## config.mk

```make
export PLATFORM = sky130hd
export DESIGN_NAME = fifo_sync_1w_2r
export DESIGN_NICKNAME = d
export VERILOG_FILES = /design/src/rtl/fifo_sync_1w_2r.sv
export SDC_FILE = /design/constraint.sdc
export NUM_CORES = 1
export LEC_CHECK = 0
export BUFFER_PORTS_ARGS = -buffer_cell sky130_fd_sc_hd__buf_2
export CAP_MARGIN = 5
export CORE_MARGIN = 4
export CORE_UTILIZATION = 53
export DETAILED_ROUTE_END_ITERATION = 12
export GPL_TIMING_DRIVEN = 0
export PLACE_DENSITY = 0.84
export REMOVE_ABC_BUFFERS = 1
export SYNTH_ARGS = -nofsm -noshare
export SYNTH_HDL_FRONTEND = slang
export SYNTH_SLANG_ARGS = --single-unit
```

## constraint.sdc

```tcl
create_clock -name clk -period 4.5 [get_ports clk]
set_clock_uncertainty 0.1 [all_clocks]
set_input_delay 0.225 -clock clk [delete_from_list [all_inputs] [get_ports clk]]
set_output_delay 0.225 -clock clk [all_outputs]
set_load 0.02 [all_outputs]
```

## src/rtl/fifo_sync_1w_2r.sv

```systemverilog
// fifo_sync_1w_2r: synchronous FIFO with one write port and two compacting
// read ports. Read data is show-ahead; pops and the write commit on the same
// rising edge, and reads only see words stored before that edge.
module fifo_sync_1w_2r #(
    parameter int WIDTH = 32,
    parameter int DEPTH = 4
) (
    input  logic                     clk,
    input  logic                     rst,
    input  logic [WIDTH-1:0]         datain,
    input  logic                     wr_en,
    input  logic [1:0]               rd_ens,
    output logic [WIDTH-1:0]         dataout0,
    output logic [WIDTH-1:0]         dataout1,
    output logic [1:0]               rd_valids,
    output logic [$clog2(DEPTH):0]   count,
    output logic                     empty,
    output logic                     full,
    output logic                     overflow,
    output logic                     underflow
);

    localparam int AW = $clog2(DEPTH);
    localparam int CW = AW + 1;

    logic [WIDTH-1:0] mem [DEPTH];
    logic [AW-1:0]    rd_ptr;
    logic [AW-1:0]    wr_ptr;
    logic [AW-1:0]    rd_ptr_p1;
    logic [CW-1:0]    req;
    logic [CW-1:0]    grant;
    logic             accepted;
    logic [CW-1:0]    count_next;

    assign rd_ptr_p1 = rd_ptr + AW'(1);

    // Lane grants, compacted read data, and write acceptance for this cycle.
    always_comb begin
        // NOTE: every combinational output gets a default first so no path
        // leaves it unassigned, which would otherwise infer a latch.
        rd_valids = 2'b00;
        case (rd_ens)
            2'b01:   rd_valids = {1'b0, count >= CW'(1)};
            2'b10:   rd_valids = {count >= CW'(1), 1'b0};
            2'b11:   rd_valids = {count >= CW'(2), count >= CW'(1)};
            default: rd_valids = 2'b00;
        endcase

        // Lane 0 always shows the oldest word; lane 1 shows it only when it
        // is the sole enabled lane, otherwise the second-oldest word.
        dataout0 = mem[rd_ptr];
        dataout1 = (rd_ens == 2'b10) ? mem[rd_ptr] : mem[rd_ptr_p1];

        req        = CW'(rd_ens[0]) + CW'(rd_ens[1]);
        grant      = CW'(rd_valids[0]) + CW'(rd_valids[1]);
        // A full FIFO still takes a write when at least one pop frees a slot.
        accepted   = wr_en && ((count < CW'(DEPTH)) || (grant != '0));
        count_next = count - grant + CW'(accepted);
    end

    // Storage array: cleared on reset, written at wr_ptr on an accepted write.
    always_ff @(posedge clk) begin
        if (rst) begin
            // NOTE: the storage is explicitly cleared so the show-ahead
            // outputs read a defined 0 after reset rather than stale data.
            for (int i = 0; i < DEPTH; i++) begin
                mem[i] <= '0;
            end
        end else if (accepted) begin
            mem[wr_ptr] <= datain;
        end
    end

    // Pointers, occupancy, status and sticky error flags.
    always_ff @(posedge clk) begin
        if (rst) begin
            // NOTE: sequential state uses non-blocking assignments so every
            // register samples the pre-edge values of the others.
            rd_ptr    <= '0;
            wr_ptr    <= '0;
            count     <= '0;
            empty     <= 1'b1;
            full      <= 1'b0;
            overflow  <= 1'b0;
            underflow <= 1'b0;
        end else begin
            rd_ptr    <= rd_ptr + AW'(grant);
            wr_ptr    <= wr_ptr + AW'(accepted);
            count     <= count_next;
            empty     <= (count_next == '0);
            full      <= (count_next == CW'(DEPTH));
            overflow  <= overflow | (wr_en & ~accepted);
            underflow <= underflow | (req > grant);
        end
    end

endmodule

```

After elaboration in Yosys (flattened, before gate mapping)
Memories as Yosys holds them, arrays and structs flattened. A register that Yosys moved wholly into a read port is not among the register bits. Cells that the tools add are included.

Equal/unequal tests: 4. Magnitude comparators: 4. Add/sub/neg operators: 7. Muxes and demuxes: 11. Reduce and logical (&&, ||, !) cells: 5. Bitwise logic cells: 4.

Operator list (count): two-way mux 32 bit (2); OR reduction 32 bit (1); two-way mux 1 bit (6); one-hot mux 2 bit (3 select lines) (1); adder 1 x 1 -> 2 bit (2); == test 2 bit (second input constant) (2); two-way mux 2 bit (2); adder 3 x 1 -> 3 bit (1); == test 3 bit (second input constant) (1); >= comparator 3 x 1 -> 1 bit (second input constant) (1); >= comparator 3 x 2 -> 1 bit (second input constant) (1); zero test 3 bit (1); less-than comparator 3 bit (second input constant) (1); nonzero test 3 bit (1); subtractor 3 x 2 -> 3 bit (1); adder 2 x 1 -> 2 bit (1); adder 2 x 1 -> 2 bit (second input constant) (1); adder 2 bit (1); == test 2 x 1 -> 1 bit (second input constant) (1); > comparator 2 bit (1); OR 1 bit (2); AND 1 bit (1); logical AND 1 bit (1); logical OR 1 bit (1); inverter 1 bit (1).

RAM bits: 128. Output and inout port bits: 73. Memories: 1. Register bits after elaboration: 11. Logic and storage cells: 43. Input port bits: 37.

Memory list: mem (words 4, bits a word 32, rd ports 2, clocked after memory_dff 1, wr ports 4, line 26) `logic [WIDTH-1:0] mem [DEPTH];`.

Longest topological paths before layout
Depth in word-level cells: 11. Depth in mapped cells: 14. Depth with buffers taken out: 13.

Worst setup path after synthesis
Ideal clock, no wire load.

Kind: input to register. Start: in rd_ens[0]. End: mem mem[2][0], enable pin. Setup slack: 0.148 ns. Setup time: 0.466 ns. Data required time: 3.934 ns. Stages: 8. Path buffers: 1. Arrival time: 3.786 ns. Cells stage by stage: inv_1 -> ha_1 -> clkbuf_1 -> nand2_1 -> a21o_1 -> ha_1 -> a21bo_4 -> o21ai_0.

RTL lines: from (decl) (line 12) `input logic [1:0] rd_ens,`; to (decl) (line 26).

==> metrics.md <==
| Metric | Value |
|---|---|
| Final worst slack | ~0.71 ns |
| Startpoint types | register |
| CP max FO | 32 |
| Switching Fraction | 0.3984 |
| Via count | 6,098 |
| Critical setup path kind | reg2reg |
| Worst r2r path cells | 6 |
| Final Max Slew Viols | 0 |
| GRT Total Usage | 0.2242 |
| Switching Power | 2.261 mW |
| Core area | ~0.015 mm^2 |
| Worst IR drop on VDD | ~440 uV |
| H-tree depth | 4 |
| Hold crit path type | in2reg |
| CTS tree | built |
| Unrepaired setup endpoints after global routing | no |
| Worst setup startpoint | count[2]$_SDFF_PP0_ |
| Final HPWL DP | about 11 mm |
| Clk pwr share | 0.237 |
| Root buf cell | clkbuf_16 |
| Worst-Margin Slew | ~1.3 ns |
| Total chip power | roughly 5.7 mW |
| Setup bufs post-CTS | 0 |
| CTS Sinks | ~140 |
| Min Tclk post-route | between 3 and 4 ns |
| CTS Buffer Depth | 2 |
| Dominant cells by area after synthesis | edfxtp_1 (48%), and2_1 (7.6%), a211oi_1 (5.9%), mux2i_1 (4.1%), a21oi_1 (3.9%) |
| Largest net degree at the start of global routing | 98 |
| Iteration count of the initial detailed-routing pass | 5 |
| Nets | between 800 and 900 |
| Worst R2R Setup Slack | a little over 0.7 ns |
| Ratio of cells with drive above 1 in the final layout | 0.1955 |
| Fmax | between 200 and 300 MHz |
| GP Congestion | between 0.7 and 0.8 |
| Place WS | 0.3264 ns |
| Chip Height | roughly 130 um |
| IO Count | 110 |
| Outcome | finished, final reports clean |
| Reg-to-Reg End | mem[1][22]$_SDFFCE_PN0P_ |
| Remaining DRCs | 0 |
| Initial drt markers | approximately 570 |
| Worst Setup End Kind | register |
| Area growth syn-to-layout | 16.26% |
| Die ar. | 0.01709 mm^2 |
| Leak | approximately 3.7 nW |
| Vias in the first global route | approximately 5,800 |
| Port Buffers | between 100 and 150 |
| Final Hold Viols | 0 |
| Std cell rows | 44 |
| Cell Pwr Density | ~610 mW/mm^2 |
| Reg2Reg Launch Point | count[2]$_SDFF_PP0_ |
| Most used DFF post-synth | edfxtp_1 |
| Top cell type's share of synthesized area | 0.4814 |
| Initial Util | 0.5453 |
| Most frequent cells in the layout | edfxtp_1 (128), buf_2 (109), and2_1 (97), a211oi_1 (63), a21oi_1 (63) |
| WL final | 19.44 mm |
| Worst endpoint data arrival time | between 3 and 4 ns |
| Cell count after synthesis | slightly above 700 |
| Congestion Overflow GR | 0 |
| Initial antenna violation count | 0 |
| FFs w/ async S/R, synth | 0 |
| Setup TNS | 0 ns |
| Clock transition at path regs | 0.05 ns |
| WL/cell | slightly below 20 um |
| Die X-Extent | roughly 130 um |
| # setup viols final | 0 |
| Synth warn | 0 |
| Slew HR | 0.1330 |
| Synthesized cell area | between 0.007 and 0.008 mm^2 |
| Worst setup path endpoint | mem[1][22]$_SDFFCE_PN0P_ |
| Vias per Instance | 6.178 |
| Int Pwr | approximately 3.4 mW |
| Crit-path slowest cell | nor4b_4 |
| Post-route ant nets | 0 |
| Register bit total from synthesis | 139 |
| First-pass GRT wire length | 29.47 mm |
| Crit path required time | 4.44 ns |
| Critical path's largest stage delay | between 0.9 and 1 ns |
| Final period util | 0.8425 |
| Dpl cells | 954 |
| Synthesized area per cell | roughly 11 um^2 |
| Yosys cell types | 41 |
| Sequential Power Share | 0.319 |
| Clock latency on the worst-skew pair | 0.41 ns |
| Critical path, cell by cell | nor3_1 > or3_1 > ha_1 > a21bo_4 > nor4b_4 > or2_2 |
| Most common cell after layout, fill and taps aside | edfxtp_1 |
| Logic pwr share | 0.443 |
| Layout Cells excl Fill | between 900 and 1,000 |
| CTS Buf Count | 17 |
| Max Cap Viol | 0 |
| Post-synth EDFFs | between 100 and 150 |
| Largest area contributor in the netlist | edfxtp_1 |
| Antenna Cells | 0 |
| Part of the Yosys area used for sequential elements | 0.5089 |
[cell type report]
cell class                      count  area (um^2)
Clock buffer                       20        436.7
Clock inverter                     11        127.6
Fill cell                        1129         5360
Inverter                           13        48.80
Multi-Input combinational cell    499         3587
Sequential cell                   139         4071
Tap cell                          184        230.2
Timing Repair Buffer              121        782.0
[sequential cells by signal, indices dropped and copies added, names as in the netlist]
name and flops:
count 3, underflow 1, full 1, empty 1
overflow 1, rd_ptr 2, wr_ptr 2, mem 128
[worst max-delay path: cells and delay by family (launching register included)]
kind	cells	cell delay (ns)
compound gates	1	0.29
fa+ha+maj	1	0.26
flops	1	0.45
simple gates	4	2.29
[kinds of logic (layout without fill, tap and decap cells)]
group / Yosys count / after routing / synth area share
AND/OR/NAND/NOR: 218 / 218 / 0.1774
buffers and inverters: 85 / 165 / 0.04638
AO/OA/AOI/OAI: 231 / 231 / 0.1981
XOR/XNOR: 3 / 3 / 0.005014
multiplexers: 33 / 33 / 0.04137
flip-flops: 139 / 139 / 0.5089
adder cells (fa/ha/maj): 14 / 14 / 0.02288
[synthesized netlist by cell type (2+ instances only)]
library cell	number
a211oi_1	63
a21oi_1	63
a2bb2oi_1	32
and2_1	97
and3_1	32
buf_1	5
buf_2	23
buf_4	5
clkbuf_1	36
clkbuf_2	3
dfxtp_1	11
edfxtp_1	128
ha_1	13
inv_1	13
mux2i_1	33
nand2_1	4
nand2b_1	3
nor2_1	4
nor2b_1	37
nor3_1	3
nor3b_1	31
o21ai_0	2
o22ai_1	32
o31ai_1	32
or2_2	2
[worst min path at each step]
stage	depth (start not counted)	start	slack, ns	to
6_report	2	datain[13]	0.02	mem[2][13]$_SDFFCE_PN0P_
3_3_place_gp	2	overflow$_SDFF_PP0_	0.35	overflow$_SDFF_PP0_
2_1_floorplan	1	rst	0.20	count[0]$_SDFF_PP0_
5_1_grt	2	datain[1]	0.02	mem[2][1]$_SDFFCE_PN0P_
4_1_cts	2	datain[13]	0.004	mem[2][13]$_SDFFCE_PN0P_
3_5_place_dp	1	underflow$_SDFF_PP0_	0.36	underflow$_SDFF_PP0_
[repair_timing]
action                    4_1_cts  5_1_grt
hold buffers                    1        0
hold endpoints to repair        1        0
gates resized for setup         0        0
[metal layers]
metal	GRT usage	routed length, um	share of wire	vias to the layer above
met5	0	0	0	-
met4	0.09740	415	0.021	0
met3	0.04797	1200	0.062	42
met2	0.3726	9629	0.50	237
met1	0.2840	8197	0.42	2917
li1	-	-	-	2902
[metrics by stage]
stage          hold WS [ns]  cell area, um^2    util
3_5_place_dp         0.3588             8682  0.5929
4_1_cts            0.004098             9256  0.6321
5_1_grt             0.02043             9284  0.6340
2_1_floorplan        0.1966             7664       -
6_report            0.02019             9284  0.6340
3_3_place_gp         0.3476             8439  0.5763
[power by group through the flow]
stage / combinational (mW) / clock, mW / sequential (mW)
after detailed placement: 2.49 / 0 / 1.83
after CTS: 2.51 / 1.35 / 1.80
final: 2.52 / 1.34 / 1.81
after global placement: 2.30 / 0 / 2.00
after floorplan: 1.61 / 0 / 1.93
after global routing: 2.72 / 1.41 / 1.84
Note: power is estimated with default switching activity, not from simulation.
